`src/rtl/step_judge.sv`:
```
// Judge stage for the rhythm game: synchronizes arrow buttons, edge-detects presses and
// scores each arrow at the target line as a one-cycle hit (up) or miss (down) pulse.
module step_judge #(
  parameter int unsigned LANE_W = 2,
  parameter int unsigned WINDOW = 8
) (
  input  logic                     clock,
  input  logic                     reset,
  input  logic [(2**LANE_W)-1:0]   keys,
  input  logic                     arrow_valid,
  input  logic [LANE_W-1:0]        arrow_lane,
  output logic                     up,
  output logic                     down,
  output logic                     busy,
  output logic [3:0]               combo
);

  localparam int unsigned LANES = 2 ** LANE_W;
  localparam logic [7:0] Reload = 8'(WINDOW - 1);

  typedef enum logic [0:0] {StIdle, StWait} state_e;

  state_e             state_q;
  logic [LANES-1:0]   sync1_q, sync2_q, prev_q;
  logic [LANES-1:0]   press, lane_mask;
  logic [LANE_W-1:0]  lane_q;
  logic [7:0]         timer_q;
  logic               up_q, down_q;
  logic [3:0]         combo_q;
  logic               hit, any_press, resolved;

  assign press     = sync2_q & ~prev_q;
  assign lane_mask = LANES'(1) << lane_q;
  // A hit needs the latched lane alone; any extra lane in the same cycle is a mash.
  assign hit       = (press == lane_mask);
  assign any_press = |press;
  assign resolved  = any_press || (timer_q == 8'd0);

  always_ff @(posedge clock or negedge reset) begin
    if (!reset) begin
      state_q <= StIdle;
      sync1_q <= '0;
      sync2_q <= '0;
      prev_q  <= '0;
      lane_q  <= '0;
      timer_q <= '0;
      up_q    <= 1'b0;
      down_q  <= 1'b0;
      combo_q <= '0;
    end else begin
      sync1_q <= keys;
      sync2_q <= sync1_q;
      prev_q  <= sync2_q;
      up_q    <= 1'b0;
      down_q  <= 1'b0;
      case (state_q)
        StIdle: begin
          if (arrow_valid) begin
            lane_q  <= arrow_lane;
            timer_q <= Reload;
            state_q <= StWait;
          end
        end
        StWait: begin
          if (hit) begin
            up_q <= 1'b1;
            if (combo_q != 4'd15) combo_q <= combo_q + 4'd1;
          end else if (resolved || arrow_valid) begin
            // Wrong lane, mash, timeout, or an overlapping arrow forcing resolution.
            down_q  <= 1'b1;
            combo_q <= '0;
          end
          if (resolved || arrow_valid) begin
            if (arrow_valid) begin
              lane_q  <= arrow_lane;
              timer_q <= Reload;
            end else begin
              state_q <= StIdle;
            end
          end else begin
            timer_q <= timer_q - 8'd1;
          end
        end
        default: state_q <= StIdle;
      endcase
    end
  end

  assign up    = up_q;
  assign down  = down_q;
  assign busy  = (state_q == StWait);
  assign combo = combo_q;

endmodule

```
`config.mk`:
```
export PLATFORM = sky130hd
export DESIGN_NAME = step_judge
export DESIGN_NICKNAME = d
export VERILOG_FILES = /design/src/rtl/step_judge.sv
export SDC_FILE = /design/constraint.sdc
export NUM_CORES = 1
export LEC_CHECK = 0
export CELL_PAD_IN_SITES_DETAIL_PLACEMENT = 2
export CELL_PAD_IN_SITES_GLOBAL_PLACEMENT = 2
export CORE_ASPECT_RATIO = 1.5
export CORE_MARGIN = 4
export CORE_UTILIZATION = 29
export CTS_CLUSTER_DIAMETER = 150
export DETAILED_ROUTE_END_ITERATION = 8
export GPL_ROUTABILITY_DRIVEN = 0
export HOLD_SLACK_MARGIN = 0.15
export PLACE_DENSITY_LB_ADDON = 0.05
export SLEW_MARGIN = 20
export SYNTH_ARGS = -nofsm -noshare
export SYNTH_HDL_FRONTEND = slang
export SYNTH_SLANG_ARGS = --single-unit
```
`constraint.sdc`:
```
create_clock -name clock -period 2.15 [get_ports clock]
set_input_delay 0.645 -clock clock [delete_from_list [all_inputs] [get_ports clock]]
set_output_delay 0.645 -clock clock [all_outputs]
set_load 0.05 [all_outputs]
```
==> results of run 1 <==
[path summary, 6_finish.rpt]
kind	cells after the start	endpoint	from
max reg2reg	8	combo[0]$_DFFE_PN0P_	timer_q[0]$_DFF_PN0_
max	8	combo[0]$_DFFE_PN0P_	timer_q[0]$_DFF_PN0_
min	0	sync2_q[3]$_DFF_PN0_	sync1_q[3]$_DFF_PN0_
min reg2reg	0	sync2_q[3]$_DFF_PN0_	sync1_q[3]$_DFF_PN0_
max in group asynchronous	2	combo[1]$_DFFE_PN0P_	reset
min in group asynchronous	2	prev_q[2]$_DFF_PN0_	reset
[placed cells by master, fill, tap and decap left out]
cell type and instances:
sky130_fd_sc_hd__clkdlybuf4s50_1 10, sky130_fd_sc_hd__clkbuf_1 1, sky130_fd_sc_hd__o21ai_2 1, sky130_fd_sc_hd__or4_4 1, sky130_fd_sc_hd__or3_4 1, sky130_fd_sc_hd__a31oi_1 1, sky130_fd_sc_hd__nor2_1 11, sky130_fd_sc_hd__nand3b_1 1
sky130_fd_sc_hd__inv_2 2, sky130_fd_sc_hd__a22o_1 1, sky130_fd_sc_hd__and2b_2 3, sky130_fd_sc_hd__or2b_2 1, sky130_fd_sc_hd__a21boi_0 1, sky130_fd_sc_hd__nand2b_1 6, sky130_fd_sc_hd__a211o_1 1, sky130_fd_sc_hd__a41o_1 1
sky130_fd_sc_hd__a32o_1 1, sky130_fd_sc_hd__buf_4 12, sky130_fd_sc_hd__nand3_1 3, sky130_fd_sc_hd__clkinv_2 2, sky130_fd_sc_hd__or3_1 2, sky130_fd_sc_hd__nand4_2 1, sky130_fd_sc_hd__inv_1 3, sky130_fd_sc_hd__nand2_1 3
sky130_fd_sc_hd__a21oi_1 3, sky130_fd_sc_hd__nand3_2 1, sky130_fd_sc_hd__a31o_2 1, sky130_fd_sc_hd__and2_2 1, sky130_fd_sc_hd__o2bb2ai_1 1, sky130_fd_sc_hd__xnor2_1 7, sky130_fd_sc_hd__nor4_1 5, sky130_fd_sc_hd__dfrtp_1 29
sky130_fd_sc_hd__or3_2 1, sky130_fd_sc_hd__ha_1 3, sky130_fd_sc_hd__mux2_2 2, sky130_fd_sc_hd__o21ai_0 2, sky130_fd_sc_hd__clkbuf_8 5
[cells by family (layout without fill, tap and decap cells)]
family | Yosys count | after routing | synth area share [%]
simple gates | 41 | 41 | 20.6
fa+ha+maj | 3 | 3 | 3.07
mux | 2 | 2 | 1.84
buf+inv | 6 | 35 | 1.84
flops | 29 | 29 | 59.3
xor+xnor | 7 | 7 | 5.01
compound gates | 14 | 14 | 8.39
[worst max-delay path, stage by stage (launching register included)]
cell and delay [ns]:
sky130_fd_sc_hd__dfrtp_1 0.43, sky130_fd_sc_hd__inv_2 0.08, sky130_fd_sc_hd__ha_1 0.14, sky130_fd_sc_hd__or2b_2 0.28, sky130_fd_sc_hd__or4_4 0.43, sky130_fd_sc_hd__nand3_2 0.08
sky130_fd_sc_hd__o21ai_2 0.07, sky130_fd_sc_hd__a41o_1 0.23, sky130_fd_sc_hd__a22o_1 0.23
[repair_timing]
item                       CTS  global route
resized for setup            0             2
hold buffers                 0             0
hold endpoints to repair     0             0
setup endpoints to repair    0             7
buffers inserted             0             1
[final cells by class]
| type | count | share of cell area [%] |
|---|---|---|
| clock buffer | 6 | 4.68 |
| clock inverter | 2 | 0.646 |
| inverter | 5 | 1.21 |
| multi-input combinational | 67 | 30.7 |
| sequential | 29 | 46.8 |
| tap | 45 | 3.63 |
| timing repair buffer | 22 | 12.3 |
[sequential cells by signal (all words and copies together), names as in the netlist]
| name | cells |
|---|---|
| down | 1 |
| busy | 1 |
| combo | 4 |
| sync1_q | 4 |
| timer_q | 8 |
| up | 1 |
| prev_q | 4 |
| lane_q | 2 |
| sync2_q | 4 |
[layer usage]
layer,vias to the layer above,GRT usage [%]
met1,448,12.2
met4,0,4.73
met2,12,21.6
li1,409,-
met5,-,0
met3,4,3.10
[power by group]
group / internal, mW / switching (mW) / total [mW]
clock network: 0.223 / 0.193 / 0.416
logic: 0.0633 / 0.0825 / 0.146
registers: 0.572 / 0.0188 / 0.591
[metrics by stage]
stage	setup TNS [ns]	util (%)	worst slack, ns	cell area, um2	hold slack [ns]
4_1_cts	0	38.3	0.0572	1540	0.350
3_5_place_dp	0	36.2	0.0713	1460	0.336
6_report	0	38.4	0.0717	1550	0.346
3_3_place_gp	0	36.2	0.124	1460	0.332
5_1_grt	-0.123	38.4	-0.0310	1550	0.368
2_1_floorplan	0	-	0.116	1220	0.331
==> results.cfg, run 1 <==
[final_layout]
fillcell_total = 439
multi_input_comb_area_um2 = 475
stdcell_count = 176
final_nets = 142
post_route_cells_drive_above_1_share_pct = 26.7
antenna-diode-count = 0
areaGrowthSynthToFinish_pct = 26.6
regArea_um2 = 726

[logic_synthesis]
yosys.cell_count.top_type = sky130_fd_sc_hd__dfrtp_1
net_count_of_the_mapped_netlist = 114
synth_area_per_cell_um2 = 12.0
synth_largest_type_area_fraction_pct = 59.3
leading_cell_types_by_count_after_synthesis = sky130_fd_sc_hd__dfrtp_1, sky130_fd_sc_hd__nor2_1, sky130_fd_sc_hd__xnor2_1
ys_async_sr_fraction_pct = 100
ys_dominant_reg_cell = sky130_fd_sc_hd__dfrtp_1
syn_area_um2 = 1220
ys_seq_elements = 29
synthCells = 102
edff_count_synth = 0
synth.top_cells.by_area = sky130_fd_sc_hd__dfrtp_1, sky130_fd_sc_hd__xnor2_1, sky130_fd_sc_hd__nor2_1
synth-warning-count = 0
synth_largest_area_cell = sky130_fd_sc_hd__dfrtp_1
yosys.cell_types.count = 32
synth_seq_area_share_pct = 59.3

[drt]
drt_wl_total_um = 2680
routed-wl-met2_um = 1520
route.detailed.wl_per_inst_um = 15.2
number_of_iterations_in_the_first_detailed_routing_pass = 2
drc = 0
top_layer_used = met4
wl_met3_um = 107
dr_total_vias = 873
detail_route.vias_per_cell = 4.96
antenna_violating_nets_post_route = 0
first_iteration_detailed_routing_drc_count = 20
routedLengthMet1_um = 1010

[clocking]
clockRootBuffer = sky130_fd_sc_hd__clkbuf_8
cts_tree = built
number_of_cts_inserted_buffers = 5
cts_h_tree_depth = 2
clock_path_buffers = 2
tritoncts_num_sinks = 29
clkLatencyLatePin_ns = 0.27
clk_transition_reported_paths_ns = 0.06

[global_routing]
number_of_global_route_vias_before_repair = 1023
groute.usage.overall_pct = 11.8
grt_pass1_wl_um = 4630
grt_start_max_net_pins = 30
grt_antenna_before_repair = 0
globalRouteOverflowTotal = 0

[pwr]
power_leakage_nw = 0.686
power.density_cell_area_nw_per_um2 = 744
total_power_mw = 1.15
ir_worst_vdd_uv = 426

[worst_setup_path]
critical_path.endpoint_type = flip-flop
worst-endpoint-required_ns = 2.31
critPathMaxFanout = 4
r2r_slack_ns = 0.07
crit_arrival_ns = 2.24
crit_path_start_kind = flip-flop
crit_type = flip-flop to flip-flop

[die]
die-height_um = 87.6
floorplan.die_area_um2 = 5340
start_util_pct = 30.4
site_row_count = 28
die_x_um = 61.0
design.portCount = 16
core_um2 = 4030

[placement]
placed_cells = 167
place.port_buffers = 15
dpl.hpwl_um = 2020

[timing]
tightest_slew_ns = 0.497
setup_violations = 0
relSlewSlack_pct = 66.8
largest_clock_skew_in_the_final_design_ns = 0.00547
final_min_period_over_clock_period_pct = 96.7
timing_hold_violations_final = 0
fmax_ghz = 0.481
maxSlewViolCount = 0
rsz0062_at_grt = true
finalWorstPathRequiredPeriod_ns = 2.08

[min_path]
hold_class = flip-flop to flip-flop

[job]
max_cap_violations = 0

[run_status]
run_status = finished, final reports clean
Power figures use the tool's default switching activity.
==> run 2: changes to the inputs <==
--- a/config.mk
+++ b/config.mk
@@ -5,6 +5,7 @@
 export SDC_FILE = /design/constraint.sdc
 export NUM_CORES = 1
 export LEC_CHECK = 0
+export ABC_AREA = 1
 export CELL_PAD_IN_SITES_DETAIL_PLACEMENT = 2
 export CELL_PAD_IN_SITES_GLOBAL_PLACEMENT = 2
 export CORE_ASPECT_RATIO = 1.5
==> run 2 against run 1 <==
Sequential share of layout area decreased by 6.3 points; setup slack better by 0.033 ns; largest cell class unchanged; sequential cell count stayed put; non-clock buffer count shrank 4; final cell count increased by 49%; clock skew rose by 0.0011 ns; fmax increased by 1.6%; wire length is 35% higher; clock-buffer cell count fell by 1; highest routed layer unchanged; synthesized cell count rose by 68%; via count is 36% higher.
==> results.cfg, run 2 <==
[pwr]
power.switching_fraction_pct = 32.4
power_leakage_nw = 0.893
ir_worst_vdd_uv = 318
pwr-share-clk_pct = 33.7
total_switching_power_uw = 429
p_int_uw = 895
power_frac_seq_pct = 46.1
power.density_cell_area_nw_per_um2 = 739
part_of_the_power_in_combinational_logic_pct = 20.1
total_power_mw = 1.32

[logic_synthesis]
synth.top_cells.by_area = sky130_fd_sc_hd__dfrtp_1, sky130_fd_sc_hd__nand2_1, sky130_fd_sc_hd__nand3_1
synth_area_per_cell_um2 = 8.55
synthCells = 171
share_of_the_synthesized_area_in_compound_gates_ao_oa_aoi_oai_pct = 2.74
syn_area_um2 = 1460
ys_async_sr_fraction_pct = 100
leading_cell_types_by_count_after_synthesis = sky130_fd_sc_hd__nand2_1, sky130_fd_sc_hd__dfrtp_1, sky130_fd_sc_hd__nor2_1
synth_largest_type_area_fraction_pct = 49.6
yosys.cell_types.count = 23
synth_xor_area_share_pct = 2.99
post_synth_fa_ha_maj_area_fraction_pct = 2.57
dominant_combinational_cell_family_by_area_after_synthesis = simple AND/OR/NAND/NOR gates
yosys.cell_count.top_type = sky130_fd_sc_hd__nand2_1
ys_seq_elements = 29
ys_dominant_reg_cell = sky130_fd_sc_hd__dfrtp_1
synth_seq_area_share_pct = 49.6
synth_simple_gate_area_share_pct = 35.0
net_count_of_the_mapped_netlist = 183
post_synth_mux_area_share_pct = 0
synth_largest_area_cell = sky130_fd_sc_hd__dfrtp_1
edff_count_synth = 0
synth-warning-count = 0

[job]
max_cap_violations = 0

[placement]
dpl.hpwl_um = 2750
place.port_buffers = 15

[die]
design.portCount = 16
floorplan.die_area_um2 = 6270
die-height_um = 95.0
die_x_um = 66.0
start_util_pct = 30.2
site_row_count = 31
core_um2 = 4850

[global_routing]
grt_start_max_net_pins = 30
groute.usage.overall_pct = 13.6
number_of_global_route_vias_before_repair = 1342
globalRouteOverflowTotal = 0
grt_util_met2_pct = 25.3
grt_util_met3_pct = 3.10
grt_antenna_before_repair = 0
grt_most_used_layer = met2
grt_pass1_wl_um = 6370
use_met1_pct = 14.0

[drt]
first_iteration_detailed_routing_drc_count = 38
detail_route.vias_per_cell = 4.53
route.detailed.wl_per_inst_um = 13.8
dr_total_vias = 1186
drt_wl_total_um = 3610
drc = 0
antenna_violating_nets_post_route = 0
number_of_iterations_in_the_first_detailed_routing_pass = 3

[worst_setup_path]
worst_r2r_startpoint = timer_q[0]$_DFF_PN0_
crit_path_start_kind = flip-flop
critPathMaxFanout = 1
worst-endpoint-required_ns = 1.50
crit_arrival_ns = 1.40
crit_path_buf_inv_count = 1
crit-reg2reg-capture = combo[1]$_DFFE_PN0P_
critical_path.endpoint_type = output pin
crit_path_max_incr_delay_ns = 0.79
cp_slowest_cell = sky130_fd_sc_hd__clkdlybuf4s50_1
path_delay_family = buffers and inverters
crit_type = flip-flop to output pin
crit_path_cell_trace = clkdlybuf4s50_1
rr_worst_depth = 8
r2r_slack_ns = 0.54

[min_path]
hold_class = flip-flop to flip-flop
holdPathStages = 0
worst_hold_start = sync1_q[3]$_DFF_PN0_
min_to = sync2_q[3]$_DFF_PN0_

[clocking]
clkLatencyLatePin_ns = 0.28
cts_tree = built
tritoncts_num_sinks = 29
number_of_cts_inserted_buffers = 5
clockRootBuffer = sky130_fd_sc_hd__clkbuf_8
clk_transition_reported_paths_ns = 0.07
cts.repair.resized = 0
cts_h_tree_depth = 2
cts_hold_buffers = 0
clock_path_buffers = 2
post-cts-setup-buffers = 0

[run_status]
run_status = finished, final reports clean

[final_layout]
final_nets = 207
antenna-diode-count = 0
areaGrowthSynthToFinish_pct = 22.4
largest_register_ffs = 8
layout.core_utilization_pct = 36.9
largest_register = timer_q
fillcell_total = 548
layout_common_cells = sky130_fd_sc_hd__nand2_1, sky130_fd_sc_hd__dfrtp_1, sky130_fd_sc_hd__nor2_1
layout_commonest_cell = sky130_fd_sc_hd__nand2_1
post_route_cells_drive_above_1_share_pct = 21.4

[timing]
relSlewSlack_pct = 66.9
fmax_ghz = 0.489
largest_clock_skew_in_the_final_design_ns = 0.00662
setup_violations = 0
maxSlewViolCount = 0
rsz0062_at_grt = false
finalSetupTns_ns = 0
final_min_period_over_clock_period_pct = 95.1
timing_hold_violations_final = 0
finalWorstPathRequiredPeriod_ns = 2.05
tightest_slew_ns = 0.495
## run 2: worst max-delay path by stage
| stage | startpoint | endpoint | slack (ns) | cells after the start |
|---|---|---|---|---|
| floorplan | combo[0]$_DFFE_PN0P_ | combo[0]$_DFFE_PN0P_ | 0.73 | 6 |
| global placement | arrow_valid | combo[1]$_DFFE_PN0P_ | 0.25 | 6 |
| detailed placement | arrow_valid | combo[1]$_DFFE_PN0P_ | 0.22 | 6 |
| CTS | up$_DFF_PN0_ | up | 0.08 | 1 |
| global route | up$_DFF_PN0_ | up | 0.06 | 1 |
| finish | up$_DFF_PN0_ | up | 0.10 | 1 |
## run 2: stage by stage
stage	setup WS [ns]	instance area [um2]	instances	hold slack, ns
2_1_floorplan	0.732	1460	171	0.331
3_3_place_gp	0.247	1700	254	0.334
3_5_place_dp	0.224	1700	254	0.336
4_1_cts	0.0807	1790	262	0.353
5_1_grt	0.0570	1790	262	0.360
6_report	0.104	1790	262	0.349
## run 2: cell type report
cell class,instances,area [um2],share of cell area [%]
clock buffers,5,68.8,3.84
clock inverters,3,17.5,0.978
inverters,24,90.1,5.03
multi-input cells,117,633,35.4
flip-flops and latches,29,726,40.5
well taps,66,82.6,4.61
repair buffers,18,173,9.64
## run 2: kinds of logic after synthesis
| kind of cell | after synthesis |
|---|---|
| AND/OR/NAND/NOR | 101 |
| XOR/XNOR | 5 |
| flip-flops | 29 |
| adder cells (fa/ha/maj) | 3 |
| AO/OA/AOI/OAI | 8 |
| buffers and inverters | 25 |
## run 2: power by group through the flow
stage | combinational (mW) | sequential [mW] | clock [mW]
2_1_floorplan | 0.136 | 0.657 | 0
3_3_place_gp | 0.264 | 0.621 | 0
3_5_place_dp | 0.273 | 0.622 | 0
4_1_cts | 0.275 | 0.612 | 0.477
5_1_grt | 0.298 | 0.618 | 0.492
6_report | 0.267 | 0.611 | 0.446
## run 2: layer usage
layer / vias up / routed length, um
li1: 576 / -
met1: 592 / 1430
met2: 12 / 2010
met3: 6 / 97
met4: 0 / 74
met5: - / 0
==> run 3: changes to the inputs <==
--- a/config.mk
+++ b/config.mk
@@ -16,6 +16,7 @@
 export GPL_ROUTABILITY_DRIVEN = 0
 export HOLD_SLACK_MARGIN = 0.15
 export PLACE_DENSITY_LB_ADDON = 0.05
+export REMOVE_ABC_BUFFERS = 1
 export SLEW_MARGIN = 20
 export SYNTH_ARGS = -nofsm -noshare
 export SYNTH_HDL_FRONTEND = slang
==> run 3 against run 2 <==
Final cell count grew 0.38%; wire length grew 1.7%; first-iteration DRC count grew 24%; critical endpoint unchanged; sequential share of layout area shrank 0.91 points; largest power group unchanged; sequential cell count is the same; via count grew 1.9%.
==> results.cfg, run 3 (synthesis results as in run 2) <==
[die]
site_row_count = 31
start_util_pct = 30.2
floorplan.die_area_um2 = 6270
core_um2 = 4850
design.portCount = 16
die-height_um = 95.0
die_x_um = 66.0

[final_layout]
largest_register = timer_q
final_nets = 208
post_route_cells_drive_above_1_share_pct = 21.8
layout_commonest_cell = sky130_fd_sc_hd__nand2_1
largest_register_ffs = 8
stdcell_count = 263
layout_common_cells = sky130_fd_sc_hd__nand2_1, sky130_fd_sc_hd__dfrtp_1, sky130_fd_sc_hd__nor2_1
antenna-diode-count = 0
fillcell_total = 569
finalInstanceArea_um2 = 1830
areaGrowthSynthToFinish_pct = 25.2
multi_input_comb_area_um2 = 633
regArea_um2 = 726

[global_routing]
grt_antenna_before_repair = 0
groute.usage.overall_pct = 13.7
grt_start_max_net_pins = 16
grt_pass1_wl_um = 6480
globalRouteOverflowTotal = 0
number_of_global_route_vias_before_repair = 1348

[pwr]
part_of_the_power_in_combinational_logic_pct = 18.0
power_frac_seq_pct = 41.7
total_switching_power_uw = 423
pwr-share-clk_pct = 40.3
power.switching_fraction_pct = 28.7
power_leakage_nw = 0.911
ir_worst_vdd_uv = 309
p_int_mw = 1.05
power.density_cell_area_nw_per_um2 = 804

[timing]
largest_clock_skew_in_the_final_design_ns = 0.00826
tightest_slew_ns = 0.490
rsz0062_at_grt = false
relSlewSlack_pct = 67.3
finalWorstPathRequiredPeriod_ns = 2.04
finalSetupTns_ns = 0
worst_slack_ns = 0.111
maxSlewViolCount = 0
final_min_period_over_clock_period_pct = 94.8
fmax_ghz = 0.491
timing_hold_violations_final = 0
worst_hold_slack_ns = 0.349
setup_violations = 0

[clocking]
clkLatencyLatePin_ns = 0.28
clk_transition_reported_paths_ns = 0.07
clockRootBuffer = sky130_fd_sc_hd__clkbuf_8
tritoncts_num_sinks = 29
clock_path_buffers = 2
number_of_cts_inserted_buffers = 5
cts_hold_buffers = 0
cts.repair.resized = 0
post-cts-setup-buffers = 0
cts_h_tree_depth = 2
cts_tree = built

[drt]
drt_wl_total_um = 3670
drc = 0
route.detailed.wl_per_inst_um = 13.9
dr_total_vias = 1208
number_of_iterations_in_the_first_detailed_routing_pass = 4
detail_route.vias_per_cell = 4.59
antenna_violating_nets_post_route = 0
first_iteration_detailed_routing_drc_count = 47

[placement]
placed_cells = 255
place_worst_setup_slack_ns = 0.218
place.port_buffers = 15
dpl.hpwl_um = 2950
dpl-instance-area_um2 = 1710

[worst_setup_path]
crit_path_start_kind = flip-flop
crit_path_max_incr_delay_ns = 0.79
crit_path_cell_trace = clkdlybuf4s50_1
worstSetupPathDepth = 1
crit_path_buf_inv_count = 1
worst_r2r_startpoint = timer_q[0]$_DFF_PN0_
crit_arrival_ns = 1.39
path_delay_family = buffers and inverters
worst-endpoint-required_ns = 1.50
r2r_slack_ns = 0.55
critical_path.endpoint_type = output pin
crit_type = flip-flop to output pin
critical_path.endpoint = up
cp_slowest_cell = sky130_fd_sc_hd__clkdlybuf4s50_1
critPathLaunch = up$_DFF_PN0_
critPathMaxFanout = 1
rr_worst_depth = 8
crit-reg2reg-capture = combo[2]$_DFFE_PN0P_

[min_path]
hold_class = flip-flop to flip-flop

[job]
max_cap_violations = 0

[run_status]
run_status = finished, final reports clean
## run 3: cell types whose count changed in the layout (fill, tap and decap cells not counted)
| cell | change |
|---|---|
| sky130_fd_sc_hd__clkinv_2 | -2 |
| sky130_fd_sc_hd__buf_4 | +1 |
| sky130_fd_sc_hd__bufinv_16 | +1 |
| sky130_fd_sc_hd__clkbuf_8 | +1 |
## run 3: worst min-delay path by stage
| stage | startpoint | end | depth (start not counted) |
|---|---|---|---|
| after floorplan | sync1_q[0]$_DFF_PN0_ | sync2_q[0]$_DFF_PN0_ | 0 |
| after global placement | sync1_q[2]$_DFF_PN0_ | sync2_q[2]$_DFF_PN0_ | 0 |
| after detailed placement | sync1_q[3]$_DFF_PN0_ | sync2_q[3]$_DFF_PN0_ | 0 |
| after CTS | sync1_q[3]$_DFF_PN0_ | sync2_q[3]$_DFF_PN0_ | 0 |
| after global routing | sync1_q[3]$_DFF_PN0_ | sync2_q[3]$_DFF_PN0_ | 0 |
| final | sync1_q[3]$_DFF_PN0_ | sync2_q[3]$_DFF_PN0_ | 0 |
## run 3: per-stage QoR
stage,power (mW),util [%]
final,1.47,37.8
after floorplan,0.789,-
after global placement,0.886,35.3
after CTS,1.51,37.8
after global routing,1.56,37.8
after detailed placement,0.898,35.3
## run 3: layout make-up
cell class                 instances  share of cell area (%)
multi-input combinational        117                    34.6
clock buffer                       6                    4.51
sequential                        29                    39.6
tap                               66                    4.51
timing repair buffer              19                    9.84
clock inverter                     2                    2.05
inverter                          24                    4.92
## run 3: power groups by stage
stage	combinational [mW]	sequential [mW]	clock (mW)
final	0.266	0.614	0.593
after detailed placement	0.272	0.626	0
after CTS	0.275	0.615	0.618
after global routing	0.298	0.620	0.641
after global placement	0.264	0.622	0
after floorplan	0.129	0.660	0
## run 3: per-layer routing
metal | vias to the layer above | global-route usage, % | part of all wire, %
met1 | 608 | 14.5 | 38
met3 | 6 | 3.21 | 2.9
met5 | - | 0 | 0
met2 | 17 | 25.4 | 58
li1 | 577 | - | -
met4 | 0 | 5.59 | 1.8
==> RTL change 1: new RTL, flow settings as in run 3 <==
Make the reset (`reset`) synchronous in one clocked block.
--- a/src/rtl/step_judge.sv
+++ b/src/rtl/step_judge.sv
@@ -36,7 +36,7 @@
   assign any_press = |press;
   assign resolved  = any_press || (timer_q == 8'd0);
 
-  always_ff @(posedge clock or negedge reset) begin
+  always_ff @(posedge clock) begin
     if (!reset) begin
       state_q <= StIdle;
       sync1_q <= '0;
Check against the original RTL: differs if reset is asserted again (counterexample within 4 cycles, from zero or initial values and one cycle with reset low); with reset held inactive, the same outputs for 10 cycles.
==> RTL change 1 against run 3 <==
- sequential share of layout area down 3.6 points
- wire length down 11%
- synthesized cell count up 4.7%
- area after synthesis decreased by 10%
- design area shrank 12%
- sequential cell count is the same
- largest power group unchanged
- worst hold slack better by 0.074 ns
- worst setup slack improved by 0.0069 ns
- largest cell class is now multi-input gates
- power fell by 11%
- critical path depth unchanged
- clock skew down 0.0067 ns
- highest routed layer unchanged
- clock power decreased by 15%
==> RTL change 1: results (changes against run 3) <==
Avg Synthesized Cell Area: 7.332 µm² (-14%)
Static Leak: 0.8003 nW (-12%)
Rel. slew slack: 66.51% (-0.75 points)
Async S/R FF share, synth: 0% (-100 points)
Total number of vias: 1,216 (+0.66%)
Run status: complete, no violations
Internal power: 0.0009340 W (-11%)
Pin count of the biggest net entering global routing: 21 (+5)
Vias in the first global route: 1,338 (-0.74%)
First DRT Iteration DRCs: 23 (-51%)
R2r worst-path depth: 10 (+2)
Share of post-route cells with drive strength above 1: 13.43% (-8.4 points)
RR Endpoint: timer_q[7]
GR Util All Layers: 13.19% (-0.49 points)
Fmax: 492.2 MHz (+0.34%)
Post-DP HPWL: 2.557 mm (-13%)
Post-synth top cells: nand2_1, dfxtp_1, inv_1
Vias per std cell: 4.923 (+7.2%)
Setup Slack @ Placement: 0.2369 ns (+0.01900 ns)
Peak supply drop: 0.3650 mV (+18%)
FF-to-FF setup slack: 0.42 ns (-0.13 ns)
Final Skew: 0.001576 ns (-0.006680 ns)
Synth unique cells: 24 (+4.3%)
Reg2reg start: timer_q[0]
Largest cells by area after synthesis: dfxtp_1, nand2_1, inv_1
1st-pass router iterations: 3 (-1)
Global-route wire length before repair: 5.885 mm (-9.2%)
Routed wire length: 3.261 mm (-11%)
RTL change 1: logic make-up after synthesis:
group / synth area share [%]
compound gates: 7.150
xor+xnor: 2.670
fa+ha+maj: 2.860
buf+inv: 9.627
flops: 44.23
simple gates: 33.46
RTL change 1: power groups by stage:
stage          Combinational [W]  Sequential (W)  Clock, W
5_1_grt                 0.000247        0.000597  0.000546
3_3_place_gp            0.000216        0.000602         0
3_5_place_dp            0.000224        0.000604         0
4_1_cts                 0.000226        0.000592  0.000519
6_report                0.000220        0.000591  0.000504
2_1_floorplan           0.000125        0.000627         0
RTL change 1: how the worst min path moves through the flow:
stage                           from         end  slack (ns)  cells after the start
after floorplan           sync1_q[0]  sync2_q[0]        0.39                      2
after global placement    sync1_q[1]  sync2_q[1]        0.39                      2
after detailed placement  sync1_q[3]  sync2_q[3]        0.41                      2
after CTS                 sync1_q[3]  sync2_q[3]        0.43                      2
after global routing      sync1_q[2]  sync2_q[2]        0.45                      2
final                     sync1_q[3]  sync2_q[3]        0.42                      2
RTL change 1: area by class of cell:
class,count,area (µm²)
fill,519,2708
multi-input combinational,117,605.6
clock inverter,1,5.005
tap,46,57.56
inverter,30,112.6
timing repair buffer,17,152.6
clock buffer,7,96.34
sequential,29,580.6
RTL change 1: worst reg2reg max path: stages, from the launching register on:
cell	delay, ns
dfxtp_1	0.35
inv_1	0.09
ha_1	0.21
nand4_1	0.12
nand3_1	0.14
inv_1	0.24
nand3_2	0.14
nor2_1	0.16
nand2_1	0.08
nand2_1	0.07
nor2_1	0.04
RTL change 1: layer usage:
metal,vias up,GRT usage (%),share of wire (%)
met5,-,0,0
met4,0,5.525,1.3
met3,4,4.234,3.6
met2,18,24.49,56
met1,598,13.12,39
li1,596,-,-
==> RTL change 2: new RTL, config.mk and constraints of run 3 <==
Without the edit above. The parameter `LANE_W` goes from 2 to 1.
--- a/src/rtl/step_judge.sv
+++ b/src/rtl/step_judge.sv
@@ -1,7 +1,7 @@
 // Judge stage for the rhythm game: synchronizes arrow buttons, edge-detects presses and
 // scores each arrow at the target line as a one-cycle hit (up) or miss (down) pulse.
 module step_judge #(
-  parameter int unsigned LANE_W = 2,
+  parameter int unsigned LANE_W = 1,
   parameter int unsigned WINDOW = 8
 ) (
   input  logic                     clock,
Interface: changed (resized arrow_lane and keys); port bits go from 16 to 13. The function was not compared with the original's and may differ.
==> RTL change 2 against run 3 <==
- power is 25% lower
- sequential cell count is 7 lower
- design area decreased by 25%
- worst setup slack lost 0.0045 ns
- combinational power is 9.0% lower
- area after synthesis decreased by 22%
- worst hold slack better by 0.0084 ns
- wire length down 21%
- critical path type unchanged
- largest power group unchanged
==> RTL change 2: results (changes against run 3) <==
Cells after DPL: 201 (-21%)
Async S/R FF share, synth: 100.0% (unchanged)
Arrival time worst endpoint: 1.40 ns
Max incr delay on CP: 0.79 ns (about the same)
Worst min path class: flop to flop
Largest cells by area after synthesis: dfrtp_1, nand2_1, inv_1
WHS Endpoint: sync2_q[1]
Post-cts sizing count: 0 (unchanged)
FF-to-FF setup slack: 0.62 ns (+0.07 ns)
GR Util All Layers: 13.99% (+0.31 points)
R2r worst-path depth: 9 (+1)
Avg Synthesized Cell Area: 7.799 µm² (-8.8%)
Total number of vias: 983 (-19%)
Peak supply drop: 0.3626 mV (+17%)
Synth Flop Type: dfrtp_1
Total CTS buffers: 3 (-2)
Flip-flop count of the largest register after layout: 8 (unchanged)
Synth unique cells: 20 (-13%)
RR Endpoint: timer_q[0]
Static Leak: 0.7254 nW (-20%)
Max clock buf depth: 2 (unchanged)
Hold Startpoint: sync1_q[1]
CTS HTree Levels: 1 (-1)
Clk slew on worst S/H paths: 0.08 ns
Seq/Total Area, Yosys: 48.35% (-1.3 points)
Initial antenna violation count: 0 (unchanged)
Post-DP HPWL: 2.344 mm (-20%)
Finished Layout Cells: 205 (-22%)
Worst path slowest cell: clkdlybuf4s50_1
Reg2reg start: timer_q[0]
Final Skew: 0.003013 ns (-0.005244 ns)
Crit path max fanout: 1 (unchanged)
Fillers: 457 (-20%)
Setup Slack @ Placement: 0.2458 ns (+0.02792 ns)
Port bufs: 12 (-3)
Hold Crit Depth: 0 (unchanged)
Global-route wire length before repair: 5.375 mm (-17%)
Rel. slew slack: 67.09% (-0.17 points)
Post-synth top cells: nand2_1, dfrtp_1, inv_1
CTS Root Cell: clkbuf_8
Largest Register: timer_q
Nets: 172 (-17%)
CP delay by family, top: buffers and inverters
Run status: complete, no violations
Vias in the first global route: 1,172 (-13%)
Drt wl/cell: 14.16 µm (+1.6%)
Synthesis Warnings: 0 (unchanged)
Clk_lat worst skew: 0.27 ns
Pin count of the biggest net entering global routing: 23 (+7)
1st-pass router iterations: 4 (unchanged)
Share of post-route cells with drive strength above 1: 15.43% (-6.4 points)
Setup Buffers After CTS: 0 (unchanged)
First DRT Iteration DRCs: 41 (-13%)
==> RTL change 2: cell types whose count changed in the layout (fill, tap and decap cells not counted), moves of 4 or more <==
cell             delta
nand2_1             +8
dfrtp_1             -7
nand2_2             -7
inv_2               -6
nand3_1             -6
clkdlybuf4s50_1     -4
==> RTL change 2: worst max path at each step <==
stage               slack (ns)          to   startpoint
floorplan                 0.66    combo[0]     combo[0]
global placement          0.26    combo[2]  arrow_valid
detailed placement        0.25  timer_q[7]  arrow_valid
CTS                       0.09        down         down
global route              0.06        down         down
finish                    0.11        down         down
==> RTL change 2: kinds of logic (layout without fill, tap and decap cells) <==
logic type,Yosys count,after routing,share of synthesized area (%)
flip-flops,22,22,48.35
buffers and inverters,21,37,7.032
AND/OR/NAND/NOR,92,92,37.14
XOR/XNOR,2,2,1.539
adder cells (fa/ha/maj),3,3,3.297
AO/OA/AOI/OAI,6,6,2.637
==> RTL change 2: layout make-up <==
class | count | area [µm²] | share of cell area [%]
flip-flops and latches | 22 | 550.5 | 40.04
repair buffers | 14 | 120.1 | 8.735
multi-input cells | 103 | 508.0 | 36.94
inverters | 19 | 71.32 | 5.187
well taps | 43 | 53.80 | 3.913
clock inverters | 1 | 30.03 | 2.184
clock buffers | 3 | 41.29 | 3.003
==> RTL change 2: worst register-to-register path, delay by kind of cell (launching register included) <==
kind / cells / cell delay (ns)
AND/OR/NAND/NOR: 6 / 0.59
flip-flops: 1 / 0.37
buffers and inverters: 1 / 0.20
adder cells (fa/ha/maj): 1 / 0.19
AO/OA/AOI/OAI: 1 / 0.06
==> RTL change 2: routing by layer <==
layer / track usage (%) / vias to the layer above / wire length [µm]
li1: - / 475 / -
met2: 27.16 / 11 / 1713
met4: 4.948 / 0 / 37
met3: 2.154 / 4 / 61
met1: 14.25 / 493 / 1091
met5: 0 / - / 0
==> RTL change 2: report_power, final <==
group / internal, W / switching (W) / total, W
Clock: 0.000249 / 0.000143 / 0.000391
Combinational: 0.0000740 / 0.000168 / 0.000242
Sequential: 0.000449 / 0.0000295 / 0.000478
==> RTL change 2: through the flow <==
step | cell area [µm²] | hold WS, ns
floorplan | 1130 | 0.3312
global placement | 1304 | 0.3350
detailed placement | 1304 | 0.3405
CTS | 1375 | 0.3613
global route | 1375 | 0.3767
finish | 1375 | 0.3573
